===== src/rtl/histogram_pipelined_pkg.sv =====
// Shared types and constants for the pipelined histogram kernel.
package histogram_pkg;

  // Controller states.
  typedef enum logic [2:0] {
    IDLE,
    CLEAR,
    RUN,
    DRAIN,
    DONE
  } hist_state_t;

  // Cycles needed after the last issue for S1 and S2 to empty.
  localparam int HIST_DRAIN_CYCLES = 2;

endpackage


===== src/rtl/histogram_pipelined_if.sv =====
// Control handshake plus sample-RAM and bin-RAM ports of the histogram kernel.
interface histogram_pipelined_if #(
  parameter int DATA_W  = 8,
  parameter int BIN_W   = 8,
  parameter int COUNT_W = 32,
  parameter int ADDR_W  = 12
);

  logic               start;
  logic               clear_first;
  logic [ADDR_W:0]    num_samples;
  logic               busy;
  logic               valid;
  logic               saturated;
  logic [ADDR_W-1:0]  in_raddr;
  logic [DATA_W-1:0]  in_rdata;
  logic [BIN_W-1:0]   bin_raddr;
  logic [COUNT_W-1:0] bin_rdata;
  logic [BIN_W-1:0]   bin_waddr;
  logic [COUNT_W-1:0] bin_wdata;
  logic               bin_wen;

  // Controller plus RAMs: everything that surrounds the kernel.
  modport master (
    output start, clear_first, num_samples, in_rdata, bin_rdata,
    input  busy, valid, saturated, in_raddr, bin_raddr, bin_waddr,
           bin_wdata, bin_wen
  );

  // The kernel itself.
  modport slave (
    input  start, clear_first, num_samples, in_rdata, bin_rdata,
    output busy, valid, saturated, in_raddr, bin_raddr, bin_waddr,
           bin_wdata, bin_wen
  );

endinterface


===== src/rtl/histogram_pipelined_sat_incr.sv =====
// Forward mux, saturating +1 and clamp flag for the S2 read-modify-write stage.
module hist_sat_incr #(
  parameter int COUNT_W = 32
) (
  input  logic               i_use_fwd,
  input  logic [COUNT_W-1:0] i_fwd_data,
  input  logic [COUNT_W-1:0] i_rd_data,
  output logic [COUNT_W-1:0] o_next,
  output logic               o_sat
);

  logic [COUNT_W-1:0] w_cur;

  // Pick the freshest copy of the bin, then increment unless already full.
  always_comb begin
    w_cur  = i_use_fwd ? i_fwd_data : i_rd_data;
    o_sat  = &w_cur;
    o_next = o_sat ? w_cur : w_cur + COUNT_W'(1);
  end

endmodule


===== src/rtl/histogram_pipelined.sv =====
// Pipelined histogram kernel: optional bin clear, II=1 read-modify-write over
// an external bin RAM with one-deep write-to-read forwarding, saturating counts.
module histogram_pipelined
  import histogram_pkg::*;
#(
  parameter int DATA_W  = 8,
  parameter int BIN_W   = 8,
  parameter int COUNT_W = 32,
  parameter int ADDR_W  = 12
) (
  input  logic                 clk,
  input  logic                 rst,
  histogram_pipelined_if.slave bus
);

  if (BIN_W > DATA_W) begin : g_bad_bin_w
    $error("histogram_pipelined: BIN_W must not exceed DATA_W");
  end

  localparam logic [BIN_W-1:0]  LAST_BIN   = '1;
  localparam logic [ADDR_W:0]   IDX_ONE    = 1;
  localparam logic [BIN_W-1:0]  BIN_ONE    = 1;
  localparam logic [1:0]        DRAIN_LAST = 2'(HIST_DRAIN_CYCLES - 1);

  hist_state_t        r_state;
  hist_state_t        w_next_state;

  logic [ADDR_W:0]    r_num;
  logic [ADDR_W:0]    r_idx;
  logic [BIN_W-1:0]   r_clr_idx;
  logic [1:0]         r_drain_cnt;
  logic               r_saturated;

  logic               r_s1_valid;
  logic               r_s2_valid;
  logic [BIN_W-1:0]   r_s2_bin;
  logic               r_fwd_valid;
  logic [BIN_W-1:0]   r_fwd_bin;
  logic [COUNT_W-1:0] r_fwd_data;

  logic               w_start_ok;
  logic               w_last_issue;
  logic [BIN_W-1:0]   w_s1_bin;
  logic               w_use_fwd;
  logic [COUNT_W-1:0] w_s2_next;
  logic               w_s2_sat;

  assign w_start_ok   = bus.start && (r_state == IDLE || r_state == DONE);
  assign w_last_issue = (r_idx + IDX_ONE) == r_num;
  assign w_s1_bin     = bus.in_rdata[DATA_W-1 -: BIN_W];
  assign w_use_fwd    = r_fwd_valid && (r_fwd_bin == r_s2_bin);

  hist_sat_incr #(
    .COUNT_W (COUNT_W)
  ) u_sat_incr (
    .i_use_fwd  (w_use_fwd),
    .i_fwd_data (r_fwd_data),
    .i_rd_data  (bus.bin_rdata),
    .o_next     (w_s2_next),
    .o_sat      (w_s2_sat)
  );

  // State register.
  // NOTE: sequential state uses non-blocking (<=) so every flop samples
  // pre-edge values, independent of process evaluation order.
  always_ff @(posedge clk or negedge rst) begin
    if (!rst) r_state <= IDLE;
    else      r_state <= w_next_state;
  end

  // Next-state logic; start is honoured only from IDLE or DONE.
  // NOTE: the default assignment on entry keeps this purely combinational;
  // without it, any path that skips an assignment would infer a latch.
  always_comb begin
    w_next_state = r_state;
    case (r_state)
      IDLE, DONE: begin
        if (w_start_ok) begin
          if (bus.clear_first)           w_next_state = CLEAR;
          else if (bus.num_samples == '0) w_next_state = DONE;
          else                           w_next_state = RUN;
        end
      end
      CLEAR: begin
        if (r_clr_idx == LAST_BIN) w_next_state = (r_num == '0) ? DONE : RUN;
      end
      RUN: begin
        if (w_last_issue) w_next_state = DRAIN;
      end
      DRAIN: begin
        if (r_drain_cnt == DRAIN_LAST) w_next_state = DONE;
      end
      default: w_next_state = IDLE;
    endcase
  end

  // Outputs: every address/data/enable is forced to 0 when its stage is idle.
  always_comb begin
    bus.busy      = (r_state == CLEAR) || (r_state == RUN) || (r_state == DRAIN);
    bus.valid     = (r_state == DONE);
    bus.saturated = r_saturated;
    bus.in_raddr  = (r_state == RUN) ? r_idx[ADDR_W-1:0] : '0;
    bus.bin_raddr = r_s1_valid ? w_s1_bin : '0;
    bus.bin_wen   = 1'b0;
    bus.bin_waddr = '0;
    bus.bin_wdata = '0;
    if (r_state == CLEAR) begin
      bus.bin_wen   = 1'b1;
      bus.bin_waddr = r_clr_idx;
    end else if (r_s2_valid) begin
      bus.bin_wen   = 1'b1;
      bus.bin_waddr = r_s2_bin;
      bus.bin_wdata = w_s2_next;
    end
  end

  // Run bookkeeping: latched count, issue/clear/drain counters, sticky clamp.
  always_ff @(posedge clk or negedge rst) begin
    if (!rst) begin
      r_num       <= '0;
      r_idx       <= '0;
      r_clr_idx   <= '0;
      r_drain_cnt <= '0;
      r_saturated <= 1'b0;
    end else begin
      if (w_start_ok) r_num <= bus.num_samples;
      r_idx       <= (r_state == RUN)   ? r_idx + IDX_ONE       : '0;
      r_clr_idx   <= (r_state == CLEAR) ? r_clr_idx + BIN_ONE   : '0;
      r_drain_cnt <= (r_state == DRAIN) ? r_drain_cnt + 2'd1    : '0;
      if (w_start_ok)                  r_saturated <= 1'b0;
      else if (r_s2_valid && w_s2_sat) r_saturated <= 1'b1;
    end
  end

  // Pipeline valids, S2 bin and forward register. Bin counts live in the
  // external RAM.
  // NOTE: only these control/forward flops are reset; the bin storage is a RAM
  // outside the block and is deliberately left untouched by reset.
  always_ff @(posedge clk or negedge rst) begin
    if (!rst) begin
      r_s1_valid  <= 1'b0;
      r_s2_valid  <= 1'b0;
      r_s2_bin    <= '0;
      r_fwd_valid <= 1'b0;
      r_fwd_bin   <= '0;
      r_fwd_data  <= '0;
    end else begin
      r_s1_valid  <= (r_state == RUN);
      r_s2_valid  <= r_s1_valid;
      r_s2_bin    <= r_s1_valid ? w_s1_bin : '0;
      r_fwd_valid <= r_s2_valid;
      r_fwd_bin   <= r_s2_valid ? r_s2_bin : '0;
      r_fwd_data  <= r_s2_valid ? w_s2_next : '0;
    end
  end

endmodule


===== src/flat_wrapper.sv =====
// flat-port wrapper written by rule: the top's interface ports become plain ports
module histogram_pipelined_flat import histogram_pkg::*;
#(
  parameter int DATA_W  = 8,
  parameter int BIN_W   = 8,
  parameter int COUNT_W = 32,
  parameter int ADDR_W  = 12
)
  (clk, rst, bus_start, bus_clear_first, bus_num_samples, bus_in_rdata, bus_bin_rdata, bus_busy, bus_valid, bus_saturated, bus_in_raddr, bus_bin_raddr, bus_bin_waddr, bus_bin_wdata, bus_bin_wen);
  histogram_pipelined_if #(.DATA_W(DATA_W), .BIN_W(BIN_W), .COUNT_W(COUNT_W), .ADDR_W(ADDR_W)) bus_i ();
  input  logic clk;
  input  logic rst;
  input wire logic [$bits(bus_i.start)-1:0] bus_start;
  input wire logic [$bits(bus_i.clear_first)-1:0] bus_clear_first;
  input wire logic [$bits(bus_i.num_samples)-1:0] bus_num_samples;
  input wire logic [$bits(bus_i.in_rdata)-1:0] bus_in_rdata;
  input wire logic [$bits(bus_i.bin_rdata)-1:0] bus_bin_rdata;
  output wire logic [$bits(bus_i.busy)-1:0] bus_busy;
  output wire logic [$bits(bus_i.valid)-1:0] bus_valid;
  output wire logic [$bits(bus_i.saturated)-1:0] bus_saturated;
  output wire logic [$bits(bus_i.in_raddr)-1:0] bus_in_raddr;
  output wire logic [$bits(bus_i.bin_raddr)-1:0] bus_bin_raddr;
  output wire logic [$bits(bus_i.bin_waddr)-1:0] bus_bin_waddr;
  output wire logic [$bits(bus_i.bin_wdata)-1:0] bus_bin_wdata;
  output wire logic [$bits(bus_i.bin_wen)-1:0] bus_bin_wen;
  assign bus_i.start = bus_start;
  assign bus_i.clear_first = bus_clear_first;
  assign bus_i.num_samples = bus_num_samples;
  assign bus_i.in_rdata = bus_in_rdata;
  assign bus_i.bin_rdata = bus_bin_rdata;
  assign bus_busy = bus_i.busy;
  assign bus_valid = bus_i.valid;
  assign bus_saturated = bus_i.saturated;
  assign bus_in_raddr = bus_i.in_raddr;
  assign bus_bin_raddr = bus_i.bin_raddr;
  assign bus_bin_waddr = bus_i.bin_waddr;
  assign bus_bin_wdata = bus_i.bin_wdata;
  assign bus_bin_wen = bus_i.bin_wen;
  histogram_pipelined #(.DATA_W(DATA_W), .BIN_W(BIN_W), .COUNT_W(COUNT_W), .ADDR_W(ADDR_W)) u_core (.clk(clk), .rst(rst), .bus(bus_i));
endmodule

===== config.mk =====
export PLATFORM = sky130hd
export DESIGN_NAME = histogram_pipelined_flat
export DESIGN_NICKNAME = d
export VERILOG_FILES = /design/src/rtl/histogram_pipelined_pkg.sv /design/src/rtl/histogram_pipelined_if.sv /design/src/rtl/histogram_pipelined_sat_incr.sv /design/src/rtl/histogram_pipelined.sv /design/src/flat_wrapper.sv
export SDC_FILE = /design/constraint.sdc
export NUM_CORES = 1
export LEC_CHECK = 0
export CORE_ASPECT_RATIO = 0.9
export CORE_MARGIN = 1
export CORE_UTILIZATION = 48
export DETAILED_ROUTE_END_ITERATION = 6
export PLACE_DENSITY = 0.85
export SYNTH_ARGS = -nofsm -noshare
export SYNTH_HDL_FRONTEND = slang
export SYNTH_SLANG_ARGS = --single-unit

===== constraint.sdc =====
create_clock -name clk -period 4.5 [get_ports clk]
set_input_delay 0.9 -clock clk [delete_from_list [all_inputs] [get_ports clk]]
set_output_delay 0.9 -clock clk [all_outputs]
set_load 0.02 [all_outputs]

==> results of run 1 <==
-- layout by cell type (no fill, tap or decap), drive strengths merged, types with 11 or more instances in the layout --
master | synthesis | final
a21oi | 11 | 11
nor2 | 69 | 69
dfrtp | 91 | 91
inv | 15 | 17
and2 | 46 | 46
clkdlybuf4s50 | 0 | 87
xor2 | 16 | 16
nor3 | 38 | 38
mux2 | 31 | 31
buf | 7 | 186
nand3 | 40 | 40
nand4 | 16 | 16
nand2 | 56 | 56
mux2i | 34 | 34
xnor2 | 45 | 45
nor4 | 28 | 28
and3 | 26 | 26
-- worst min-delay path by stage --
stage                                          from                         endpoint  slack [ns]  cells after the start
finish              u_core.r_drain_cnt[0]$_DFF_PN0_  u_core.r_drain_cnt[0]$_DFF_PN0_        0.46                      1
global route        u_core.r_drain_cnt[0]$_DFF_PN0_  u_core.r_drain_cnt[0]$_DFF_PN0_        0.47                      1
CTS                 u_core.r_drain_cnt[0]$_DFF_PN0_  u_core.r_drain_cnt[0]$_DFF_PN0_        0.46                      1
detailed placement  u_core.r_drain_cnt[0]$_DFF_PN0_  u_core.r_drain_cnt[0]$_DFF_PN0_        0.45                      1
global placement    u_core.r_drain_cnt[0]$_DFF_PN0_  u_core.r_drain_cnt[0]$_DFF_PN0_        0.42                      1
floorplan               u_core.r_s2_valid$_DFF_PN0_     u_core.r_fwd_valid$_DFF_PN0_        0.39                      0
-- state kept, by name, indices dropped and copies added, names as in the netlist --
signal,flops
u_core.r_clr_idx,8
u_core.r_fwd_data,32
u_core.r_fwd_valid,1
u_core.r_s2_valid,1
u_core.r_s2_bin,8
u_core.r_idx,13
u_core.r_fwd_bin,8
u_core.r_num,13
u_core.r_s1_valid,1
u_core.r_drain_cnt,2
u_core.r_state,3
u_core.bus.saturated,1
-- routing by layer --
layer	vias to the layer above	part of all wire [%]	track usage, %	wire length [um]
met3	106	8.5	7.21	1920
li1	2977	-	-	-
met4	0	5.2	14.4	1180
met5	-	0	0	0
met1	3265	38	37.0	8560
met2	405	48	53.5	10900
-- cell type report --
cell class	instances	share of cell area, %
repair buffers	274	25.1
clock inverters	7	0.546
multi-input cells	549	45.6
flip-flops and latches	91	23.6
well taps	164	2.13
inverters	15	0.584
clock buffers	9	2.34
-- kinds of logic after synthesis --
group / synth area share, %
AOI/OAI and AO/OA: 8.01
DFF: 36.7
and+or+nand+nor: 30.2
buffers and inverters: 3.25
xor gates and xnor gates: 9.73
adders and majority gates: 0.807
muxes: 11.2
-- what timing repair did --
action | in CTS | in global routing
hold buffers | 0 | 0
pin swaps | 19 | 45
cloned | 1 | 0
setup endpoints to repair | 32 | 32
buffers inserted | 42 | 19
resized for setup | 167 | 123
-- where the power goes --
| group | internal (W) | switching (W) |
|---|---|---|
| clock network | 0.000380 | 0.000356 |
| logic | 0.000112 | 0.0000930 |
| registers | 0.000817 | 0 |
| total | 0.00131 | 0.000449 |
-- worst max-delay path, stage by stage, from the launching register on --
cell                       delay, ns
sky130_fd_sc_hd__dfrtp_1        0.42
sky130_fd_sc_hd__xnor2_2        0.27
sky130_fd_sc_hd__nand4_4        0.15
sky130_fd_sc_hd__nor3_4         0.38
sky130_fd_sc_hd__mux2i_2        0.30
sky130_fd_sc_hd__inv_1          0.11
sky130_fd_sc_hd__ha_4           0.19
sky130_fd_sc_hd__buf_6          0.12
sky130_fd_sc_hd__nand3_4        0.07
sky130_fd_sc_hd__nor2_4         0.05
sky130_fd_sc_hd__nand2_2        0.11
sky130_fd_sc_hd__o32ai_4        0.11
sky130_fd_sc_hd__buf_6          0.19
sky130_fd_sc_hd__buf_12         0.13
sky130_fd_sc_hd__buf_6          0.11
sky130_fd_sc_hd__nor4_4         0.32
sky130_fd_sc_hd__xnor2_2        0.13
sky130_fd_sc_hd__a211oi_2       0.21
sky130_fd_sc_hd__buf_4          0.18
-- stage by stage --
stage	setup TNS, ns	hold WS, ns	std cells	cell area (um2)
global placement	-11.92	0.423	1035	8300
global route	-8.72	0.469	1109	9630
CTS	-2.14	0.462	1093	9020
floorplan	0	0.387	680	6310
detailed placement	-12.52	0.453	1035	8300
finish	-4.68	0.463	1109	9630
==> results.rst, run 1 <==
.. list-table::
   :header-rows: 1

   * - Metric
     - Value
   * - Number of instances in the synthesized netlist
     - between 600 and 700
   * - Number of nets with antenna violations after routing
     - 0
   * - Number of I/O port buffers
     - 120
   * - Layout cells sized above 1
     - approximately 36%
   * - Post-synthesis sequential area ratio
     - roughly 37%
   * - Crit path launch
     - u_core.r_s2_bin[3]$_DFF_PN0_
   * - Period utilization
     - 107%
   * - Row count
     - 39
   * - Fin crit period
     - approximately 4.8 ns
   * - Filler instances
     - 770
   * - Average routed wire per standard cell
     - about 20 um
   * - Most repeated cell in the gate-level netlist after synthesis
     - sky130_fd_sc_hd__dfrtp_1
   * - Timing endpoint of the critical path
     - bus_bin_wdata[13]
   * - Top post-synthesis cells by count
     - 91 x sky130_fd_sc_hd__dfrtp_1, 69 x sky130_fd_sc_hd__nor2_1, 56 x sky130_fd_sc_hd__nand2_1
   * - Slew at the pin closest to its max-slew limit
     - between 0.9 and 1 ns
   * - Fmax achieved
     - roughly 210 MHz
   * - Number of failing hold endpoints at the final stage
     - 0
   * - Highest fanout seen on the critical path
     - 5
   * - Unique cell type count in the Yosys netlist
     - 63
   * - First-pass iteration count of the detailed router
     - 7
   * - Syn nets
     - about 740
   * - R2r worst-path depth
     - 20
   * - Peak supply drop
     - about 240 uV
   * - Startpoint kind of the worst setup timing path
     - flop
   * - Count of pins on the block boundary
     - between 100 and 150
   * - Number of diodes added for antenna fixing
     - 0
   * - Number of DRC markers in iteration 0
     - about 600
   * - Area added between synthesis and finish
     - 55.4%
   * - TritonCTS buffer count
     - 9
   * - Share of flip-flops with an asynchronous set or reset after synthesis
     - between 90% and 100%
   * - Synthesized flop and latch total
     - about 90
   * - TritonCTS clock tree
     - done
   * - CTS sink count
     - roughly 90
   * - DR vias/cell
     - between 6 and 7
   * - Area of the multi-input gates
     - about 4400 um2
   * - Root Buffer
     - sky130_fd_sc_hd__clkbuf_16
   * - Critical register-to-register path startpoint
     - u_core.r_s2_bin[3]$_DFF_PN0_
   * - Post-layout utilization of the core
     - around 76%
   * - Post-synth EDFFs
     - 0
   * - Final setup vio count
     - 30
   * - DRC violation count after routing
     - 0
   * - Final Worst Setup Slack
     - -0.312 ns
   * - PwrDens
     - approximately 180 nW/um2
   * - Setup crit end kind
     - primary output
   * - Run status
     - complete, but fails checks
   * - Vias after detailed routing
     - between 6k and 7k
   * - Vias in the first global route
     - 6422
   * - Slack of the worst reg-to-reg path
     - 0.51 ns
   * - Synth area leader
     - sky130_fd_sc_hd__dfrtp_1
   * - Die area
     - between 10000 and 15000 um2
   * - Wire length of the first global-routing pass
     - approximately 32 mm
   * - Worst setup path class
     - flop to primary output
   * - X dimension of the die
     - 122 um
   * - Primary FF master, synth
     - sky130_fd_sc_hd__dfrtp_1
   * - Maximum number of pins on one net before global-route repair
     - 67
   * - RSZ-0062 raised after global routing
     - yes
   * - Arrival time of data at the critical path endpoint
     - 3.91 ns
   * - Worst setup slack before clock tree synthesis
     - -0.526 ns
   * - Initial antenna violation count
     - 0
   * - Placer congestion estimate
     - 0.920
   * - Count of synthesis-stage warnings from yosys
     - 0
   * - Slew Limit Fails
     - 0
   * - Violations in the final reports
     - negative setup slack
   * - Max-cap check violation count
     - 0
   * - Detailed placer's ending HPWL
     - ~13 mm
   * - Final nets
     - 1001
   * - Clk buf depth
     - 2
   * - Type of the most critical hold path
     - flop to flop
   * - Drt total wl
     - roughly 23 mm
   * - Overflow left after global routing
     - 0
   * - Synth top area cells
     - sky130_fd_sc_hd__dfrtp_1 37%, sky130_fd_sc_hd__xnor2_1 6.4%, sky130_fd_sc_hd__mux2i_1 5.5%
   * - Post-Synthesis Mean Instance Area
     - 9.12 um2
   * - Height of the die
     - approximately 110 um
   * - H-tree levels
     - 3
   * - Pwr Total
     - between 0.0015 and 0.002 W
   * - Post-synthesis instance area
     - 6200 um2
   * - CP required
     - around 3.6 ns
   * - Total Routing Usage GR
     - 31.1%
   * - Clock-pin slew of the registers on the worst-case setup and hold paths
     - ~0.060 ns
   * - Area share of the leading cell type in the synthesized netlist
     - between 30% and 40%
   * - Capturing point of the worst reg2reg path
     - u_core.r_fwd_data[3]$_DFF_PN0_
   * - Clock Skew
     - about 0.0089 ns
   * - Floorplan Core Area
     - 12600 um2
   * - Worst-Skew Late Latency
     - approximately 0.36 ns
   * - Static leakage power
     - around 4.1 nW
   * - Worst-case headroom to the max-slew limit
     - between 30% and 40%
   * - Effective utilization at floorplan
     - roughly half
   * - Sequential cell area
     - 2280 um2
Power figures use the tool's default switching activity.
==> run 2: changes to the inputs <==
--- a/config.mk
+++ b/config.mk
@@ -10,6 +10,7 @@
 export CORE_UTILIZATION = 48
 export DETAILED_ROUTE_END_ITERATION = 6
 export PLACE_DENSITY = 0.85
+export RECOVER_POWER = 50
 export SYNTH_ARGS = -nofsm -noshare
 export SYNTH_HDL_FRONTEND = slang
 export SYNTH_SLANG_ARGS = --single-unit
==> run 2 against run 1 <==
The run ends with max-capacitance violations, max-slew violations, negative setup slack left; worst setup slack gained 0.0013 ns; maximum frequency is essentially flat; via count grew 0.24%; clock skew is essentially flat; clock-buffer cell count is the same; clock power is essentially flat; die area is the same; register-to-register slack is essentially flat; cell count is the same; first-iteration DRC count grew 0.49%; sequential cell count is the same; critical path type unchanged; largest cell class unchanged; largest power group unchanged.
==> results.rst, run 2 (same netlist as run 1, synthesis figures left out) <==
.. list-table::
   :header-rows: 1

   * - Metric
     - Value
   * - Wire length of the first global-routing pass
     - about 32 mm
   * - Highest-count cells in the layout ignoring fill and taps
     - 149 x sky130_fd_sc_hd__buf_4, 91 x sky130_fd_sc_hd__dfrtp_1, 87 x sky130_fd_sc_hd__clkdlybuf4s50_1
   * - Effective utilization at floorplan
     - 49.0%
   * - Overflow left after global routing
     - 0
   * - Worst setup path class
     - flop to primary output
   * - Clock-pin slew of the registers on the worst-case setup and hold paths
     - 0.06 ns
   * - Number of nets with antenna violations after routing
     - 0
   * - Final Worst Setup Slack
     - -0.311 ns
   * - DR vias/cell
     - 6.10
   * - Worst-case headroom to the max-slew limit
     - -17.6%
   * - Highest fanout seen on the critical path
     - 5
   * - DRC violation count after routing
     - 0
   * - TritonCTS clock tree
     - done
   * - Type of the most critical hold path
     - flop to flop
   * - Sequential cell area
     - ~2300 um2
   * - Drt total wl
     - between 20 and 25 mm
   * - First-pass iteration count of the detailed router
     - 7
   * - Setup crit end kind
     - primary output
   * - Post-layout utilization of the core
     - between 70% and 80%
   * - Floorplan Core Area
     - 12600 um2
   * - Hold buffer count at CTS
     - 0
   * - Initial antenna violation count
     - 0
   * - Final std cells w/o fill
     - roughly 1.1k
   * - Final setup vio count
     - 29
   * - Area of the multi-input gates
     - ~4400 um2
   * - Detailed placer's ending HPWL
     - 13.4 mm
   * - H-tree levels
     - 3
   * - Fin crit period
     - roughly 4.8 ns
   * - Fmax achieved
     - a little over 200 MHz
   * - Violations in the final reports
     - max-capacitance violations, max-slew violations, negative setup slack
   * - Root Buffer
     - sky130_fd_sc_hd__clkbuf_16
   * - X dimension of the die
     - ~120 um
   * - Filler instances
     - 775
   * - Number of diodes added for antenna fixing
     - 0
   * - Slew Limit Fails
     - 67
   * - TritonCTS buffer count
     - 9
   * - Peak supply drop
     - 242 uV
   * - RSZ-0062 raised after global routing
     - yes
   * - Clock Skew
     - slightly above 0.009 ns
   * - Layout cells sized above 1
     - 35.4%
   * - Run status
     - complete, but fails checks
   * - Registers with the most flip-flops
     - u_core.r_fwd_data: 32 flops, u_core.r_idx: 13 flops, u_core.r_num: 13 flops
   * - Average routed wire per standard cell
     - between 20 and 25 um
   * - PwrDens
     - roughly 180 nW/um2
   * - Arrival time of data at the critical path endpoint
     - just under 4 ns
   * - Static leakage power
     - 4.06 nW
   * - Total Routing Usage GR
     - a little under a third
   * - Vias after detailed routing
     - ~6.8k
   * - Biggest register
     - u_core.r_fwd_data
   * - Period utilization
     - 107%
   * - Max FFs per register
     - 32
   * - Number of failing hold endpoints at the final stage
     - 0
   * - CP required
     - 3.60 ns
   * - Most common cell after layout, fill and taps aside
     - sky130_fd_sc_hd__buf_4
   * - Max-cap check violation count
     - 1
   * - CTS sink count
     - approximately 90
   * - Clk buf depth
     - 2
   * - Row count
     - 39
   * - Final nets
     - 1001
   * - Number of DRC markers in iteration 0
     - ~610
   * - Die area
     - roughly 13000 um2
   * - Number of I/O port buffers
     - between 100 and 150
   * - Final hold slack
     - 0.462 ns
   * - Height of the die
     - around 110 um
   * - Worst-Skew Late Latency
     - approximately 0.36 ns
   * - Area added between synthesis and finish
     - 55.1%
   * - Maximum number of pins on one net before global-route repair
     - 67
   * - Slew at the pin closest to its max-slew limit
     - 1.76 ns
   * - Startpoint kind of the worst setup timing path
     - flop
   * - Vias in the first global route
     - 6422
   * - Count of pins on the block boundary
     - around 120
   * - Inst Count DP
     - approximately 1.0k
   * - Placer congestion estimate
     - around 0.9
## run 2: cell types whose count changed in the layout (fill, tap and decap cells not counted)
cell / change
sky130_fd_sc_hd__and2_0: +14
sky130_fd_sc_hd__and2_1: -14
sky130_fd_sc_hd__buf_4: -5
sky130_fd_sc_hd__clkbuf_1: +4
sky130_fd_sc_hd__clkbuf_2: +1
## run 2: power breakdown
part           leakage (nW)  internal (W)  switching, W  total [W]
Clock                 0.141      0.000379      0.000358   0.000738
Combinational          2.66      0.000112     0.0000930   0.000205
Sequential             1.25      0.000817             0   0.000817
Total                  4.06       0.00131      0.000451    0.00176
## run 2: area by class of cell
class | instances | area share, %
well taps | 164 | 2.13
clock inverters | 7 | 0.547
repair buffers | 274 | 25.0
inverters | 15 | 0.586
clock buffers | 9 | 2.34
multi-input cells | 549 | 45.7
flip-flops and latches | 91 | 23.7
## run 2: critical path, cell delays in order, from the launching register on
cell and delay [ns]:
sky130_fd_sc_hd__dfrtp_1 0.42, sky130_fd_sc_hd__xnor2_2 0.27, sky130_fd_sc_hd__nand4_4 0.15, sky130_fd_sc_hd__nor3_4 0.37, sky130_fd_sc_hd__mux2i_2 0.30, sky130_fd_sc_hd__inv_1 0.11, sky130_fd_sc_hd__ha_4 0.19, sky130_fd_sc_hd__buf_6 0.12
sky130_fd_sc_hd__nand3_4 0.07, sky130_fd_sc_hd__nor2_4 0.05, sky130_fd_sc_hd__nand2_2 0.11, sky130_fd_sc_hd__o32ai_4 0.11, sky130_fd_sc_hd__buf_6 0.19, sky130_fd_sc_hd__buf_12 0.13, sky130_fd_sc_hd__buf_6 0.11, sky130_fd_sc_hd__nor4_4 0.32
sky130_fd_sc_hd__xnor2_2 0.13, sky130_fd_sc_hd__a211oi_2 0.21, sky130_fd_sc_hd__buf_4 0.18
## run 2: routing by layer
layer	vias to the layer above	track usage [%]	routed length (um)
met3	125	7.21	2080
met2	437	53.5	10900
met1	3228	37.0	8430
met4	0	14.4	1210
met5	-	0	0
li1	2979	-	-
## run 2: repair_timing
action                                 4_1_cts  5_1_grt
buffers inserted                            42       19
setup endpoints to repair                   32       32
gates resized for setup                    167      123
endpoints found under the hold margin        0        0
pin swaps                                   19       45
cloned                                       1        0
## run 2: final timing paths
kind / endpoint / slack [ns] / cells after the start / from
setup reg to reg: u_core.r_fwd_data[3]$_DFF_PN0_ / 0.52 / 20 / u_core.r_s2_bin[3]$_DFF_PN0_
max in group asynchronous: u_core.r_state[1]$_DFFE_PN0P_ / 1.53 / 2 / rst
hold reg to reg: u_core.r_drain_cnt[0]$_DFF_PN0_ / 0.46 / 1 / u_core.r_drain_cnt[0]$_DFF_PN0_
hold / removal: u_core.r_drain_cnt[0]$_DFF_PN0_ / 0.46 / 1 / u_core.r_drain_cnt[0]$_DFF_PN0_
setup / recovery: bus_bin_wdata[13] / -0.31 / 18 / u_core.r_s2_bin[3]$_DFF_PN0_
min in group asynchronous: u_core.r_fwd_data[0]$_DFF_PN0_ / 0.98 / 1 / rst
## run 2: stage by stage
step / setup slack, ns / total power (W) / instance area, um2 / setup TNS (ns)
2_1_floorplan: 0.0130 / 0.000873 / 6310 / 0
6_report: -0.311 / 0.00176 / 9620 / -4.63
5_1_grt: -0.418 / 0.00181 / 9620 / -8.72
3_3_place_gp: -0.478 / 0.000991 / 8300 / -11.92
3_5_place_dp: -0.526 / 0.000994 / 8300 / -12.52
4_1_cts: -0.186 / 0.00174 / 9020 / -2.14
==> run 3: changes to the inputs <==
--- a/config.mk
+++ b/config.mk
@@ -8,6 +8,7 @@
 export CORE_ASPECT_RATIO = 0.9
 export CORE_MARGIN = 1
 export CORE_UTILIZATION = 48
+export CTS_CLUSTER_SIZE = 20
 export DETAILED_ROUTE_END_ITERATION = 6
 export PLACE_DENSITY = 0.85
 export RECOVER_POWER = 50
==> results of run 3 <==
Same layout as run 2: the final DEF is identical, and so are final timing and power.
